[config.mk]
export PLATFORM = sky130hd
export DESIGN_NAME = pc_gen_flat
export DESIGN_NICKNAME = d
export VERILOG_FILES = /design/src/rtl/pc_gen_if.sv /design/src/rtl/pc_gen.sv /design/src/flat_wrapper.sv
export SDC_FILE = /design/constraint.sdc
export NUM_CORES = 1
export LEC_CHECK = 0
export CORE_MARGIN = 5
export CORE_UTILIZATION = 43
export CTS_CLUSTER_SIZE = 40
export DETAILED_ROUTE_END_ITERATION = 16
export PLACE_DENSITY = 0.73
export SLEW_MARGIN = 30
export SYNTH_ARGS = -nofsm -noshare
export SYNTH_HDL_FRONTEND = slang
export SYNTH_SLANG_ARGS = --single-unit
[constraint.sdc]
create_clock -name clk -period 9.1 [get_ports clk]
set_clock_uncertainty 0.1 [all_clocks]
set_input_delay 2.275 -clock clk [delete_from_list [all_inputs] [get_ports clk]]
set_output_delay 2.275 -clock clk [all_outputs]
set_load 0.005 [all_outputs]
[src/rtl/pc_gen_if.sv]
// Pipeline-side bundle for the fetch-PC generator: redirect requests in,
// fetch PC, RAS prediction and flush controls out.
interface pc_gen_if #(
    parameter int unsigned ADDR_W = 32,
    parameter int unsigned CNT_W  = 16
);
    logic              stall;
    logic              id_br_taken;
    logic [ADDR_W-1:0] id_br_target;
    logic              id_call;
    logic [ADDR_W-1:0] id_link;
    logic              id_ret;
    logic              ex_mispredict;
    logic [ADDR_W-1:0] ex_target;
    logic              mem_ex;
    logic              mem_eret;
    logic [ADDR_W-1:0] epc;

    logic [ADDR_W-1:0] pc;
    logic [ADDR_W-1:0] npc;
    logic [ADDR_W-1:0] ras_pred;
    logic              ras_hit;
    logic              if_flush;
    logic              id_flush;
    logic              ex_flush;
    logic              mem_flush;
    logic              pc_redirect;
    logic              ras_empty;
    logic              ras_full;
    logic [CNT_W-1:0]  mispredict_cnt;

    modport slave (
        input  stall, id_br_taken, id_br_target, id_call, id_link, id_ret,
               ex_mispredict, ex_target, mem_ex, mem_eret, epc,
        output pc, npc, ras_pred, ras_hit, if_flush, id_flush, ex_flush,
               mem_flush, pc_redirect, ras_empty, ras_full, mispredict_cnt
    );

    modport master (
        output stall, id_br_taken, id_br_target, id_call, id_link, id_ret,
               ex_mispredict, ex_target, mem_ex, mem_eret, epc,
        input  pc, npc, ras_pred, ras_hit, if_flush, id_flush, ex_flush,
               mem_flush, pc_redirect, ras_empty, ras_full, mispredict_cnt
    );
endinterface

[src/rtl/pc_gen.sv]
// Registered fetch-PC generator with prioritised redirects, circular
// return-address stack, stage flushes and a saturating mispredict counter.
module pc_gen #(
    parameter int unsigned       ADDR_W    = 32,
    parameter logic [ADDR_W-1:0] RESET_PC  = 32'hBFC0_0000,
    parameter logic [ADDR_W-1:0] EX_VECTOR = 32'hBFC0_0380,
    parameter int unsigned       ERET_OFS  = 4,
    parameter int unsigned       RAS_DEPTH = 4,
    parameter int unsigned       CNT_W     = 16
) (
    input  logic      clk,
    input  logic      resetn,
    pc_gen_if.slave   pcif
);
    localparam int unsigned PTR_W = (RAS_DEPTH > 1) ? $clog2(RAS_DEPTH) : 1;
    localparam logic [PTR_W:0] RAS_FULL_CNT = (PTR_W+1)'(RAS_DEPTH);

    typedef enum logic [2:0] {
        SEL_EXC,
        SEL_ERET,
        SEL_MISP,
        SEL_RAS,
        SEL_BR,
        SEL_SEQ
    } npc_sel_e;

    logic [ADDR_W-1:0] r_pc;
    logic [ADDR_W-1:0] r_ras [RAS_DEPTH];
    logic [PTR_W-1:0]  r_ptr;
    logic [PTR_W:0]    r_rcnt;
    logic [CNT_W-1:0]  r_mcnt;

    npc_sel_e          w_sel;
    logic [ADDR_W-1:0] w_npc;
    logic [ADDR_W-1:0] w_pc_seq;
    logic [ADDR_W-1:0] w_ras_top;
    logic [PTR_W-1:0]  w_ptr_top;
    logic [PTR_W-1:0]  w_ras_waddr;
    logic              w_ras_empty;
    logic              w_ras_full;
    logic              w_ras_ok;
    logic              w_ras_we;
    logic              w_pop_hit;
    logic              w_hard_redir;
    logic              w_pc_en;

    always_comb begin
        w_pc_seq     = r_pc + ADDR_W'(4);
        w_ptr_top    = r_ptr - PTR_W'(1);
        w_ras_top    = r_ras[w_ptr_top];
        w_ras_empty  = (r_rcnt == '0);
        w_ras_full   = (r_rcnt == RAS_FULL_CNT);
        w_pop_hit    = pcif.id_ret && !w_ras_empty;
        w_hard_redir = pcif.mem_ex || pcif.mem_eret || pcif.ex_mispredict;
        w_pc_en      = !pcif.stall || w_hard_redir;
        w_ras_ok     = !pcif.stall && !w_hard_redir;
        w_ras_we     = w_ras_ok && pcif.id_call;
        // call+ret in one cycle replaces the top entry instead of pushing
        w_ras_waddr  = w_pop_hit ? w_ptr_top : r_ptr;

        w_sel = SEL_SEQ;
        if (pcif.mem_ex)             w_sel = SEL_EXC;
        else if (pcif.mem_eret)      w_sel = SEL_ERET;
        else if (pcif.ex_mispredict) w_sel = SEL_MISP;
        else if (w_pop_hit)          w_sel = SEL_RAS;
        else if (pcif.id_br_taken)   w_sel = SEL_BR;

        case (w_sel)
            SEL_EXC:  w_npc = EX_VECTOR;
            SEL_ERET: w_npc = pcif.epc + ADDR_W'(ERET_OFS);
            SEL_MISP: w_npc = pcif.ex_target;
            SEL_RAS:  w_npc = w_ras_top;
            SEL_BR:   w_npc = pcif.id_br_target;
            default:  w_npc = w_pc_seq;
        endcase
    end

    always_comb begin
        pcif.pc             = r_pc;
        pcif.npc            = w_npc;
        pcif.ras_pred       = w_ras_top;
        pcif.ras_hit        = (w_sel == SEL_RAS);
        pcif.pc_redirect    = (w_sel != SEL_SEQ);
        pcif.if_flush       = w_hard_redir;
        pcif.id_flush       = w_hard_redir;
        pcif.ex_flush       = pcif.mem_ex || pcif.mem_eret;
        pcif.mem_flush      = pcif.mem_ex || pcif.mem_eret;
        pcif.ras_empty      = w_ras_empty;
        pcif.ras_full       = w_ras_full;
        pcif.mispredict_cnt = r_mcnt;
    end

    always_ff @(posedge clk) begin
        if (w_ras_we) begin
            r_ras[w_ras_waddr] <= pcif.id_link;
        end
    end

    always_ff @(posedge clk) begin
        if (!resetn) begin
            r_pc   <= RESET_PC;
            r_ptr  <= '0;
            r_rcnt <= '0;
            r_mcnt <= '0;
        end else begin
            if (w_pc_en) begin
                r_pc <= w_npc;
            end
            if (pcif.ex_mispredict && (r_mcnt != '1)) begin
                r_mcnt <= r_mcnt + CNT_W'(1);
            end
            if (pcif.mem_ex || pcif.mem_eret) begin
                r_rcnt <= '0;
            end else if (w_ras_ok) begin
                if (pcif.id_call && !w_pop_hit) begin
                    r_ptr <= r_ptr + PTR_W'(1);
                    if (!w_ras_full) begin
                        r_rcnt <= r_rcnt + (PTR_W+1)'(1);
                    end
                end else if (w_pop_hit && !pcif.id_call) begin
                    r_ptr  <= w_ptr_top;
                    r_rcnt <= r_rcnt - (PTR_W+1)'(1);
                end
            end
        end
    end
endmodule

[src/flat_wrapper.sv]
// flat-port wrapper written by rule: the top's interface ports become plain ports
module pc_gen_flat 
#(
    parameter int unsigned       ADDR_W    = 32,
    parameter logic [ADDR_W-1:0] RESET_PC  = 32'hBFC0_0000,
    parameter logic [ADDR_W-1:0] EX_VECTOR = 32'hBFC0_0380,
    parameter int unsigned       ERET_OFS  = 4,
    parameter int unsigned       RAS_DEPTH = 4,
    parameter int unsigned       CNT_W     = 16
)
  (clk, resetn, pcif_stall, pcif_id_br_taken, pcif_id_br_target, pcif_id_call, pcif_id_link, pcif_id_ret, pcif_ex_mispredict, pcif_ex_target, pcif_mem_ex, pcif_mem_eret, pcif_epc, pcif_pc, pcif_npc, pcif_ras_pred, pcif_ras_hit, pcif_if_flush, pcif_id_flush, pcif_ex_flush, pcif_mem_flush, pcif_pc_redirect, pcif_ras_empty, pcif_ras_full, pcif_mispredict_cnt);
  pc_gen_if #(.ADDR_W(ADDR_W), .CNT_W(CNT_W)) pcif_i ();
  input  logic clk;
  input  logic resetn;
  input wire logic [$bits(pcif_i.stall)-1:0] pcif_stall;
  input wire logic [$bits(pcif_i.id_br_taken)-1:0] pcif_id_br_taken;
  input wire logic [$bits(pcif_i.id_br_target)-1:0] pcif_id_br_target;
  input wire logic [$bits(pcif_i.id_call)-1:0] pcif_id_call;
  input wire logic [$bits(pcif_i.id_link)-1:0] pcif_id_link;
  input wire logic [$bits(pcif_i.id_ret)-1:0] pcif_id_ret;
  input wire logic [$bits(pcif_i.ex_mispredict)-1:0] pcif_ex_mispredict;
  input wire logic [$bits(pcif_i.ex_target)-1:0] pcif_ex_target;
  input wire logic [$bits(pcif_i.mem_ex)-1:0] pcif_mem_ex;
  input wire logic [$bits(pcif_i.mem_eret)-1:0] pcif_mem_eret;
  input wire logic [$bits(pcif_i.epc)-1:0] pcif_epc;
  output wire logic [$bits(pcif_i.pc)-1:0] pcif_pc;
  output wire logic [$bits(pcif_i.npc)-1:0] pcif_npc;
  output wire logic [$bits(pcif_i.ras_pred)-1:0] pcif_ras_pred;
  output wire logic [$bits(pcif_i.ras_hit)-1:0] pcif_ras_hit;
  output wire logic [$bits(pcif_i.if_flush)-1:0] pcif_if_flush;
  output wire logic [$bits(pcif_i.id_flush)-1:0] pcif_id_flush;
  output wire logic [$bits(pcif_i.ex_flush)-1:0] pcif_ex_flush;
  output wire logic [$bits(pcif_i.mem_flush)-1:0] pcif_mem_flush;
  output wire logic [$bits(pcif_i.pc_redirect)-1:0] pcif_pc_redirect;
  output wire logic [$bits(pcif_i.ras_empty)-1:0] pcif_ras_empty;
  output wire logic [$bits(pcif_i.ras_full)-1:0] pcif_ras_full;
  output wire logic [$bits(pcif_i.mispredict_cnt)-1:0] pcif_mispredict_cnt;
  assign pcif_i.stall = pcif_stall;
  assign pcif_i.id_br_taken = pcif_id_br_taken;
  assign pcif_i.id_br_target = pcif_id_br_target;
  assign pcif_i.id_call = pcif_id_call;
  assign pcif_i.id_link = pcif_id_link;
  assign pcif_i.id_ret = pcif_id_ret;
  assign pcif_i.ex_mispredict = pcif_ex_mispredict;
  assign pcif_i.ex_target = pcif_ex_target;
  assign pcif_i.mem_ex = pcif_mem_ex;
  assign pcif_i.mem_eret = pcif_mem_eret;
  assign pcif_i.epc = pcif_epc;
  assign pcif_pc = pcif_i.pc;
  assign pcif_npc = pcif_i.npc;
  assign pcif_ras_pred = pcif_i.ras_pred;
  assign pcif_ras_hit = pcif_i.ras_hit;
  assign pcif_if_flush = pcif_i.if_flush;
  assign pcif_id_flush = pcif_i.id_flush;
  assign pcif_ex_flush = pcif_i.ex_flush;
  assign pcif_mem_flush = pcif_i.mem_flush;
  assign pcif_pc_redirect = pcif_i.pc_redirect;
  assign pcif_ras_empty = pcif_i.ras_empty;
  assign pcif_ras_full = pcif_i.ras_full;
  assign pcif_mispredict_cnt = pcif_i.mispredict_cnt;
  pc_gen #(.ADDR_W(ADDR_W), .RESET_PC(RESET_PC), .EX_VECTOR(EX_VECTOR), .ERET_OFS(ERET_OFS), .RAS_DEPTH(RAS_DEPTH), .CNT_W(CNT_W)) u_core (.clk(clk), .resetn(resetn), .pcif(pcif_i));
endmodule
### After elaboration in Yosys (flattened, before gate mapping)

Memories as Yosys holds them, arrays and structs flattened.
Index checks and enable logic that the tools add are counted.

* flip-flop bits (word level): 53
* latch bits: 0
* bits in writable memories: 128
* bits in read-only memories: 0
* input bits: 137
* output and inout port bits: 120
* logic and storage cells: 56
* memories: 1

* add/subtract/negate cells: 7
* multipliers: 0
* divide/modulo/power cells: 0
* magnitude comparators: 0
* equal/unequal tests: 8
* shifts and indexed selects: 0
* mux-type cells: 14
* bitwise logic cells: 2
* reduce and logical (&&, ||, !) cells: 20

Memories
* u_core.r_ras: depth 4, bits a word 32, read ports 1, clocked after memory_dff 0, write ports 1, RTL line pc_gen.sv:28 `logic [ADDR_W-1:0] r_ras [RAS_DEPTH];`

Operators by type and width (count)
* one-hot mux 32 bit (5 select lines): 1
* adder 32 x 3 -> 32 bit (second input constant): 2
* two-way mux 3 bit: 7
* adder 16 x 1 -> 16 bit (second input constant): 1
* != test 16 bit (second input constant): 1
* equality test 3 x 2 -> 1 bit (second input constant): 2
* equality test 3 bit (second input constant): 2
* logical AND 1 bit: 6
* logical NOT 3 bit: 2
* two-way mux 2 bit: 3
* AND reduction 3 bit: 2
* logical NOT 1 bit: 5
* adder 3 x 1 -> 3 bit (second input constant): 1
* equality test 3 x 1 -> 1 bit (second input constant): 1
* logical OR 1 bit: 3
* two-way mux 1 bit: 3
* != test 3 bit (second input constant): 1
* subtractor 3 x 1 -> 3 bit (second input constant): 1
* adder 2 x 1 -> 2 bit (second input constant): 1
* != test 2 bit (second input constant): 1
* NOT 1 bit: 2
* nonzero test 2 bit: 1
* OR reduction 2 bit: 1
* subtractor 2 x 1 -> 2 bit (second input constant): 1

### Logic depth before layout (Yosys ltp)

Gate-level depths: netlist of run 1.

* depth after elaboration: 9
* gate-level depth with buffers: 15
* gate-level depth less buffers: 9

### Worst setup path after synthesis of run 1

No wires, ideal clock.

* kind: in2reg
* from: input port pcif_ex_mispredict
* to: memory u_core.r_ras[0][0] (enable)
* setup time: 0.501 ns
* arrival: 6.539 ns
* path slack: 1.960 ns
* stages on the path: 5
* buffers on the path: 1
* cells stage by stage: clkbuf_1 > nor3_2 > inv_2 > or3_1 > nor4_1

* word-level cells in the longest chain between the ends: 6

Ends and longest elaborated chain
* start: declaration: RTL line flat_wrapper.sv:21 `input wire logic [$bits(pcif_i.ex_mispredict)-1:0] pcif_ex_mispredict;`
* logical OR 1 bit: RTL line pc_gen.sv:54 `w_hard_redir = pcif.mem_ex || pcif.mem_eret || pcif.ex_mispredict;`
* logical NOT 1 bit: RTL line pc_gen.sv:56 `w_ras_ok = !pcif.stall && !w_hard_redir;`
* logical AND 1 bit: RTL line pc_gen.sv:56
* logical AND 1 bit: RTL line pc_gen.sv:57 `w_ras_we = w_ras_ok && pcif.id_call;`
* two-way mux 1 bit: RTL line pc_gen.sv:94 `if (w_ras_we) begin`
* two-way mux 1 bit (implied by the code): RTL line pc_gen.sv:95 `r_ras[w_ras_waddr] <= pcif.id_link;`
* end: declaration: RTL line pc_gen.sv:28

No other way between the ends.

### Worst setup path in the final report of run 1

* from: input port pcif_mem_eret
* to: output port pcif_npc[28]

* word-level cells in the longest chain between the ends: 4
* elaborated cells between the ends (all ways): 8
* those cells by class: eq/ne (4); mux (3); reduce/logical (1)

Ends and longest elaborated chain
* start: declaration: RTL line flat_wrapper.sv:24 `input wire logic [$bits(pcif_i.mem_eret)-1:0] pcif_mem_eret;`
* two-way mux 3 bit (*): RTL line pc_gen.sv:63 `else if (pcif.mem_eret) w_sel = SEL_ERET;`
* two-way mux 3 bit (*): RTL line pc_gen.sv:62 `if (pcif.mem_ex) w_sel = SEL_EXC;`
* equality test 3 bit (tied with other cells): RTL line pc_gen.sv:68 `case (w_sel)`
* one-hot mux 32 bit (5 select lines) (*): RTL line pc_gen.sv:68
* end: declaration: RTL line flat_wrapper.sv:27 `output wire logic [$bits(pcif_i.npc)-1:0] pcif_npc;`

Every way passes the cells marked *; elsewhere a longest branch is shown, timed or not.

==> results.sh, run 1 <==
export IMPL_die_area_mm2=0.0244
export IMPL_route_antenna_remaining_nets=0
export IMPL_synth_fp_nets=929
export IMPL_outcome="finished, final reports clean"
export IMPL_clk_pin_slew_worst_paths_ns=0.07
export IMPL_path_class="in2out"
export IMPL_cts_made_buffers=17
export IMPL_grt_overflow=0
export IMPL_antenna_found_initial=1
export IMPL_fin_crit_sh_pct=87.0
export IMPL_min_path_cells=2
export IMPL_synth_seq_area_share_pct=53.3
export IMPL_cts_path_max_buffers=2
export IMPL_routed_via_density=5.74
export IMPL_cts_tree="yes"
export IMPL_cp_required_ns=6.73
export IMPL_synth_area_leaders="edfxtp_1, dfxtp_1, mux4_2"
export IMPL_synth_area_mm2=0.00920
export IMPL_initial_core_util_pct=43.8
export IMPL_dp_hpwl_mm=22.9
export IMPL_routed_wl_mm=30.5
export IMPL_finalSetupViolations=0
export IMPL_htreeDepth=4
export IMPL_worst_r2r_cell_count=6
export IMPL_nFillCells=1751
export IMPL_rows=53
export IMPL_remaining_drc_errors=0
export IMPL_num_vias=7561
export IMPL_maxCapViolCount=0
export IMPL_leakage_nw=4.33
export IMPL_portBuffers=256
export IMPL_synth_avg_cell_area_um2=11.7
export IMPL_firstDrtPassIters=5
export IMPL_relSlewSlack_pct=36.3
export IMPL_vdd_ir_drop_worst_mv=0.118
export IMPL_yosys_warnings=0
export IMPL_synth_cell_types=80
export IMPL_grt_usage_pct=24.6
export IMPL_crit_arrival_ns=5.54
export IMPL_core_mm2=0.0210
export IMPL_synth_cells=787
export IMPL_pre_cts_ws_ns=1.19
export IMPL_setup_ws_ns=1.18
export IMPL_diodes=0
export IMPL_cts_repair_resized=0
export IMPL_die_x_um=156
export IMPL_grt_setup_unrepaired="false"
export IMPL_cp_start_kind="primary input"
export IMPL_final_max_slew_viol_count=0
export IMPL_gp_congestion=0.924
export IMPL_grt_pass1_vias=7421
export IMPL_p_per_area_mw_per_mm2=151
export IMPL_cts_sinks=181
export IMPL_grt_start_max_net_pins=36
export IMPL_yosysMostFrequentCell="edfxtp_1"
export IMPL_nNetsFinal=1171
export IMPL_final_min_clock_period_ns=7.92
export IMPL_critPathMaxFanout=12
export IMPL_io_pins=257
export IMPL_synth_largest_area_cell="edfxtp_1"
export IMPL_drive_gt1_share_pct=12.1
export IMPL_routedWlPerCell_um=23.2
export IMPL_postCtsSetupBuffers=0
export IMPL_synth_top_area_share_pct=41.8
export IMPL_synth_main_ff_cell="edfxtp_1"
export IMPL_tns_ns=0
export IMPL_ctsHoldBuffers=0
export IMPL_max_freq_ghz=0.126
export IMPL_worst_hold_path_type="reg2reg"
export IMPL_grt_pass1_wl_mm=45.5
export IMPL_syn2layout_area_growth_pct=37.2
export IMPL_die_h_um=156
export IMPL_endpoint_kind="output port"
export IMPL_synth_edff_count=128
export IMPL_tightest_slew_ns=0.952
export IMPL_dr_first_iter_drc_count=600
export IMPL_async_flop_share_pct=0
export IMPL_root_buffer="clkbuf_16"
export IMPL_finalHoldViolations=0
export IMPL_ys_seq_elements=181
export IMPL_clk_latency_ns=0.43
export IMPL_synthTopCellsByCount="edfxtp_1, nand2_1, nor2_1"
[registers in the layout (all words and copies together), names as in the netlist]
name,cells
u_core.r_ras,128
u_core.pcif.pc,32
u_core.pcif.mispredict_cnt,16
u_core.r_rcnt,3
u_core.r_ptr,2
[per-layer routing]
layer  up-vias  part of all wire (%)  GRT usage (%)  wire, um
met5         -                 0.043              0        13
met4         2                   2.3           7.44       699
met3        48                   7.2           4.92      2210
met2       312                    48           39.2     14600
met1      3727                    43           34.2     13000
li1       3472                     -              -         -
[power by group]
group / switching, W / internal [W]
Clock: 0.000363 / 0.000369
Combinational: 0.000124 / 0.000147
Sequential: 0.0000150 / 0.000892
Total: 0.000502 / 0.00141
[metrics by stage]
step / cells / hold WS (ns) / cell area, um^2 / total power (W) / util, %
2_1_floorplan: 787 / 0.361 / 9200 / 0.00103 / -
3_3_place_gp: 1284 / 0.358 / 12000 / 0.00119 / 57.2
3_5_place_dp: 1284 / 0.371 / 12000 / 0.00120 / 57.2
4_1_cts: 1316 / 0.380 / 12600 / 0.00192 / 60.0
5_1_grt: 1317 / 0.408 / 12600 / 0.00197 / 60.1
6_report: 1317 / 0.378 / 12600 / 0.00191 / 60.1
[critical path: stages]
cell and delay, ns:
clkdlybuf4s50_1 0.55, nor2b_4 0.41, mux2_4 0.27, ha_1 0.27
nand4_2 0.39, nor3_2 0.35, nand4bb_1 0.16, mux2i_1 0.26
nand3_1 0.13, clkdlybuf4s50_1 0.46
[final cells by class]
type	count	area (um^2)	share of cell area, %
multi-input cells	543	4050	32.1
clock inverters	14	155	1.23
repair buffers	273	2690	21.3
flip-flops and latches	181	4910	38.9
clock buffers	18	429	3.40
inverters	13	48.8	0.387
well taps	275	344	2.73
[cells by family (layout without fill, tap and decap cells)]
logic type	Yosys count	in the layout	share of synthesized area [%]
buffers and inverters	63	318	3.18
DFF	181	181	53.3
xor gates and xnor gates	38	38	3.62
AOI/OAI and AO/OA	149	149	11.4
and+or+nand+nor	280	280	15.2
adders and majority gates	5	5	0.762
muxes	71	71	12.6
[final timing paths]
| kind | from | to | slack, ns |
|---|---|---|---|
| hold reg to reg | u_core.pcif.pc[0] | u_core.pcif.pc[0] | 0.38 |
| setup / recovery | pcif_mem_eret | pcif_npc[28] | 1.18 |
| hold / removal | u_core.pcif.pc[0] | u_core.pcif.pc[0] | 0.38 |
| setup reg to reg | u_core.r_ptr[0] | u_core.pcif.pc[27] | 5.69 |
[placed cells by master, fill, tap and decap left out, types with 11 or more instances in the layout]
master	instances
nand2_1	97
o21ai_0	27
dfxtp_1	52
clkdlybuf4s50_1	256
nand3_1	26
edfxtp_1	128
buf_4	16
inv_1	11
clkbuf_16	17
mux4_2	32
a22oi_1	21
nor2_1	71
nor3_1	18
a21oi_1	30
mux2i_1	29
xor2_1	23
and3_1	11
xnor2_1	15
Note: power is estimated with default switching activity, not from simulation.
==> inputs of run 2 (changes only) <==
--- a/config.mk
+++ b/config.mk
@@ -9,7 +9,7 @@
 export CORE_UTILIZATION = 43
 export CTS_CLUSTER_SIZE = 40
 export DETAILED_ROUTE_END_ITERATION = 16
-export PLACE_DENSITY = 0.73
+export PLACE_DENSITY = 0.74
 export SLEW_MARGIN = 30
 export SYNTH_ARGS = -nofsm -noshare
 export SYNTH_HDL_FRONTEND = slang
==> results.sh, run 2 (synthesis results as in run 1) <==
export IMPL_post_route_util_pct=60.3
export IMPL_final_cell_mix="clkdlybuf4s50_1, edfxtp_1, nand2_1"
export IMPL_dp_hpwl_mm=22.8
export IMPL_grt_pass1_wl_mm=45.8
export IMPL_cp_start_kind="primary input"
export IMPL_path_class="in2out"
export IMPL_finalHoldViolations=0
export IMPL_vdd_ir_drop_worst_mv=0.113
export IMPL_htreeDepth=4
export IMPL_rows=53
export IMPL_firstDrtPassIters=5
export IMPL_hold_slack_ns=0.384
export IMPL_critPathMostFrequentCell="nand2_1"
export IMPL_outcome="finished, final reports clean"
export IMPL_die_h_um=156
export IMPL_tightest_slew_ns=0.885
export IMPL_top_register="u_core.r_ras"
export IMPL_final_min_clock_period_ns=7.97
export IMPL_grt_usage_pct=24.7
export IMPL_cts_sinks=181
export IMPL_final_max_slew_viol_count=0
export IMPL_relSlewSlack_pct=40.5
export IMPL_worst_hold_path_type="reg2reg"
export IMPL_cpPeakStageDelay_ns=0.64
export IMPL_remaining_drc_errors=0
export IMPL_die_area_mm2=0.0244
export IMPL_die_x_um=156
export IMPL_cp_required_ns=6.73
export IMPL_clk_pin_slew_worst_paths_ns=0.07
export IMPL_drive_gt1_share_pct=12.3
export IMPL_final_common_cell="clkdlybuf4s50_1"
export IMPL_antenna_found_initial=6
export IMPL_crit_family="simple AND/OR/NAND/NOR gates"
export IMPL_cts_path_max_buffers=2
export IMPL_met1_length_mm=13.2
export IMPL_syn2layout_area_growth_pct=37.8
export IMPL_setup_ws_ns=1.13
export IMPL_dr_first_iter_drc_count=604
export IMPL_maxCapViolCount=0
export IMPL_max_freq_ghz=0.125
export IMPL_routed_wl_mm=30.6
export IMPL_route_antenna_remaining_nets=0
export IMPL_grt_start_max_net_pins=38
export IMPL_cts_tree="yes"
export IMPL_path_cells="clkdlybuf4s50_1 > nand2b_4 > nand2_1 > nand2_1 > ha_1 > nand4_2 > nor4_2 > mux2i_1 > nand2_1 > clkdlybuf4s50_1"
export IMPL_tns_ns=0
export IMPL_crit_arrival_ns=5.60
export IMPL_pre_cts_ws_ns=1.14
export IMPL_routedWlPerCell_um=23.1
export IMPL_crit_slowest_cell="clkdlybuf4s50_1"
export IMPL_portBuffers=256
export IMPL_core_mm2=0.0210
export IMPL_topRoutingLayerUsed="met5"
export IMPL_routed_via_density=5.71
export IMPL_postCtsSetupBuffers=0
export IMPL_endpoint_kind="output port"
export IMPL_clk_latency_ns=0.42
export IMPL_wl_met3_mm=2.30
export IMPL_p_per_area_mw_per_mm2=152
export IMPL_grt_pass1_vias=7522
export IMPL_largest_reg_flops=128
export IMPL_placed_area_mm2=0.0120
export IMPL_grt_setup_unrepaired="false"
export IMPL_ctsHoldBuffers=0
export IMPL_gp_congestion=0.924
export IMPL_num_vias=7554
export IMPL_io_pins=257
export IMPL_cts_repair_resized=0
export IMPL_root_buffer="clkbuf_16"
export IMPL_finalSetupViolations=0
export IMPL_initial_core_util_pct=43.8
export IMPL_wl_met2_mm=14.4
export IMPL_critPathMaxFanout=27
export IMPL_grt_overflow=0
export IMPL_critPathBufInv=2
export IMPL_cts_made_buffers=17
export IMPL_leakage_nw=4.36
export IMPL_nNetsFinal=1174
export IMPL_postLayoutCellArea_mm2=0.0127
export IMPL_fin_crit_sh_pct=87.6
[run 2: cell count changes in the layout (fill, tap and decap cells not counted), sizes merged]
cell / change
inv: +1
bufinv: +1
clkinvlp: -1
diode: +4
clkinv: -1
buf: +3
[run 2: worst min-delay path, delay by kind of cell, from the launching register on]
family / cells / cell delay (ns)
DFF: 1 / 0.33
and+or+nand+nor: 1 / 0.06
AOI/OAI and AO/OA: 1 / 0.05
[run 2: routing by layer]
metal / vias to the layer above / GRT usage [%]
met5: - / 0
met4: 4 / 8.06
met3: 37 / 5.50
met2: 330 / 38.1
met1: 3707 / 34.8
li1: 3476 / -
[run 2: cell type report]
type | instances | area, um^2
multi-input cells | 543 | 4050
clock inverters | 14 | 173
repair buffers | 276 | 2710
clock buffers | 18 | 429
flip-flops and latches | 181 | 4910
well taps | 275 | 344
fillers | 1726 | 8350
diodes | 4 | 10.0
inverters | 13 | 48.8
[run 2: per-stage QoR]
step	cells	power, W
after CTS	1320	0.00194
after global placement	1288	0.00119
final	1324	0.00193
after global routing	1324	0.00200
after detailed placement	1288	0.00119
after floorplan	787	0.00103
[run 2: where the power goes]
| part | total (W) | switching [W] | internal (W) |
|---|---|---|---|
| logic | 0.000272 | 0.000124 | 0.000148 |
| clock network | 0.000753 | 0.000357 | 0.000396 |
| registers | 0.000906 | 0.0000140 | 0.000892 |
| total | 0.00193 | 0.000495 | 0.00144 |
[run 2: path summary, 6_finish.rpt]
kind / startpoint / endpoint / slack, ns / cells after the start
setup / recovery: pcif_mem_ex / pcif_npc[30] / 1.13 / 10
hold / removal: u_core.pcif.pc[1] / u_core.pcif.pc[1] / 0.38 / 2
setup reg to reg: u_core.r_ptr[0] / u_core.r_ras[0][27] / 6.07 / 4
hold reg to reg: u_core.pcif.pc[1] / u_core.pcif.pc[1] / 0.38 / 2
==> inputs of run 3 (changes only) <==
--- a/config.mk
+++ b/config.mk
@@ -7,7 +7,6 @@
 export LEC_CHECK = 0
 export CORE_MARGIN = 5
 export CORE_UTILIZATION = 43
-export CTS_CLUSTER_SIZE = 40
 export DETAILED_ROUTE_END_ITERATION = 16
 export PLACE_DENSITY = 0.74
 export SLEW_MARGIN = 30
==> constraint.sdc (replaced) <==
create_clock -name clk -period 10 [get_ports clk]
set_clock_uncertainty 0.1 [all_clocks]
set_input_delay 2.5 -clock clk [delete_from_list [all_inputs] [get_ports clk]]
set_output_delay 2.5 -clock clk [all_outputs]
set_load 0.005 [all_outputs]
==> results.sh, run 3 (synthesis results as in run 1) <==
export IMPL_tns_ns=0
export IMPL_hold_slack_ns=0.377
export IMPL_cts_tree="yes"
export IMPL_cp_required_ns=7.40
export IMPL_grt_pass1_wl_mm=45.3
export IMPL_maxCapViolCount=0
export IMPL_leakage_nw=4.35
export IMPL_clk_latency_ns=0.43
export IMPL_crit_slowest_cell="clkdlybuf4s50_1"
export IMPL_io_pins=257
export IMPL_ctsHoldBuffers=0
export IMPL_core_mm2=0.0210
export IMPL_relSlewSlack_pct=39.9
export IMPL_portBuffers=256
export IMPL_dp_hpwl_mm=22.7
export IMPL_grt_overflow=0
export IMPL_path_class="in2out"
export IMPL_root_buffer="clkbuf_16"
export IMPL_gp_congestion=0.935
export IMPL_final_common_cell="clkdlybuf4s50_1"
export IMPL_p_per_area_mw_per_mm2=139
export IMPL_setup_ws_ns=1.34
export IMPL_grt_start_max_net_pins=39
export IMPL_firstDrtPassIters=5
export IMPL_final_max_slew_viol_count=0
export IMPL_grt_pass1_vias=7429
export IMPL_diodes=0
export IMPL_largest_reg_flops=128
export IMPL_final_cell_mix="clkdlybuf4s50_1, edfxtp_1, nand2_1"
export IMPL_remaining_drc_errors=0
export IMPL_syn2layout_area_growth_pct=37.5
export IMPL_fin_crit_sh_pct=86.6
export IMPL_pre_cts_ws_ns=1.35
export IMPL_grt_setup_unrepaired="false"
export IMPL_postCtsSetupBuffers=0
export IMPL_cts_made_buffers=17
export IMPL_htreeDepth=4
export IMPL_path_cells="clkdlybuf4s50_1 > nand2b_4 > nand2_1 > nand2_1 > ha_1 > nand4_2 > nor4_2 > mux2i_1 > nand2_1 > clkdlybuf4s50_1"
export IMPL_clk_pin_slew_worst_paths_ns=0.07
export IMPL_final_min_clock_period_ns=8.66
export IMPL_crit_arrival_ns=6.06
export IMPL_die_h_um=156
export IMPL_rows=53
export IMPL_worst_hold_path_type="reg2reg"
export IMPL_max_freq_ghz=0.115
export IMPL_routed_wl_mm=30.5
export IMPL_grt_usage_pct=24.4
export IMPL_die_area_mm2=0.0244
export IMPL_top_register="u_core.r_ras"
export IMPL_critPathMaxFanout=27
export IMPL_route_antenna_remaining_nets=0
export IMPL_finalSetupViolations=0
export IMPL_num_vias=7647
export IMPL_cts_sinks=181
export IMPL_cpPeakStageDelay_ns=0.83
export IMPL_stdcell_count=1318
export IMPL_drive_gt1_share_pct=12.1
export IMPL_routed_via_density=5.80
export IMPL_antenna_found_initial=1
export IMPL_cts_repair_resized=0
export IMPL_nNetsFinal=1172
export IMPL_outcome="finished, final reports clean"
export IMPL_die_x_um=156
export IMPL_finalHoldViolations=0
export IMPL_tightest_slew_ns=0.895
export IMPL_routedWlPerCell_um=23.2
export IMPL_cp_start_kind="primary input"
export IMPL_endpoint_kind="output port"
export IMPL_dr_first_iter_drc_count=599
export IMPL_dp_cells=1286
export IMPL_vdd_ir_drop_worst_mv=0.112
export IMPL_initial_core_util_pct=43.8
export IMPL_cts_path_max_buffers=2
export IMPL_critPathMostFrequentCell="nand2_1"
export IMPL_post_route_util_pct=60.2
-- run 3: worst max-delay path: cells and delay by family --
family	cells	cell delay, ns
buf+inv	2	1.30
simple gates	6	1.69
fa+ha+maj	1	0.26
mux	1	0.29
-- run 3: final timing paths --
check	start	to	slack, ns	cells past startpoint
worst max register to register	u_core.r_ptr[0]	u_core.pcif.pc[27]	7.02	6
worst min-delay path	u_core.pcif.pc[1]	u_core.pcif.pc[1]	0.38	2
worst min register to register	u_core.pcif.pc[1]	u_core.pcif.pc[1]	0.38	2
worst max-delay path	pcif_mem_ex	pcif_npc[30]	1.34	10
-- run 3: cell type report --
type | count | area (um^2)
fillers | 1687 | 8370
flip-flops and latches | 181 | 4910
multi-input cells | 543 | 4040
repair buffers | 274 | 2700
clock buffers | 17 | 425
well taps | 275 | 344
clock inverters | 15 | 184
inverters | 13 | 48.8
-- run 3: metal layers --
metal  up-vias  global-route usage (%)  share of wire [%]
met5         -                       0              0.023
met4         2                    6.69                2.2
met3        42                    5.53                8.8
met2       350                    37.9                 47
met1      3773                    34.8                 42
li1       3480                       -                  -
-- run 3: metrics by stage --
step                      instance area [um^2]  total power [W]
after CTS                                12600          0.00176
after floorplan                           9200         0.000941
after global routing                     12600          0.00182
final                                    12600          0.00175
after global placement                   12000          0.00108
after detailed placement                 12000          0.00109
-- run 3: report_power, final --
group | switching, W | internal, W | total (W)
Sequential | 0.0000124 | 0.000812 | 0.000824
Combinational | 0.000114 | 0.000134 | 0.000248
Clock | 0.000322 | 0.000359 | 0.000681
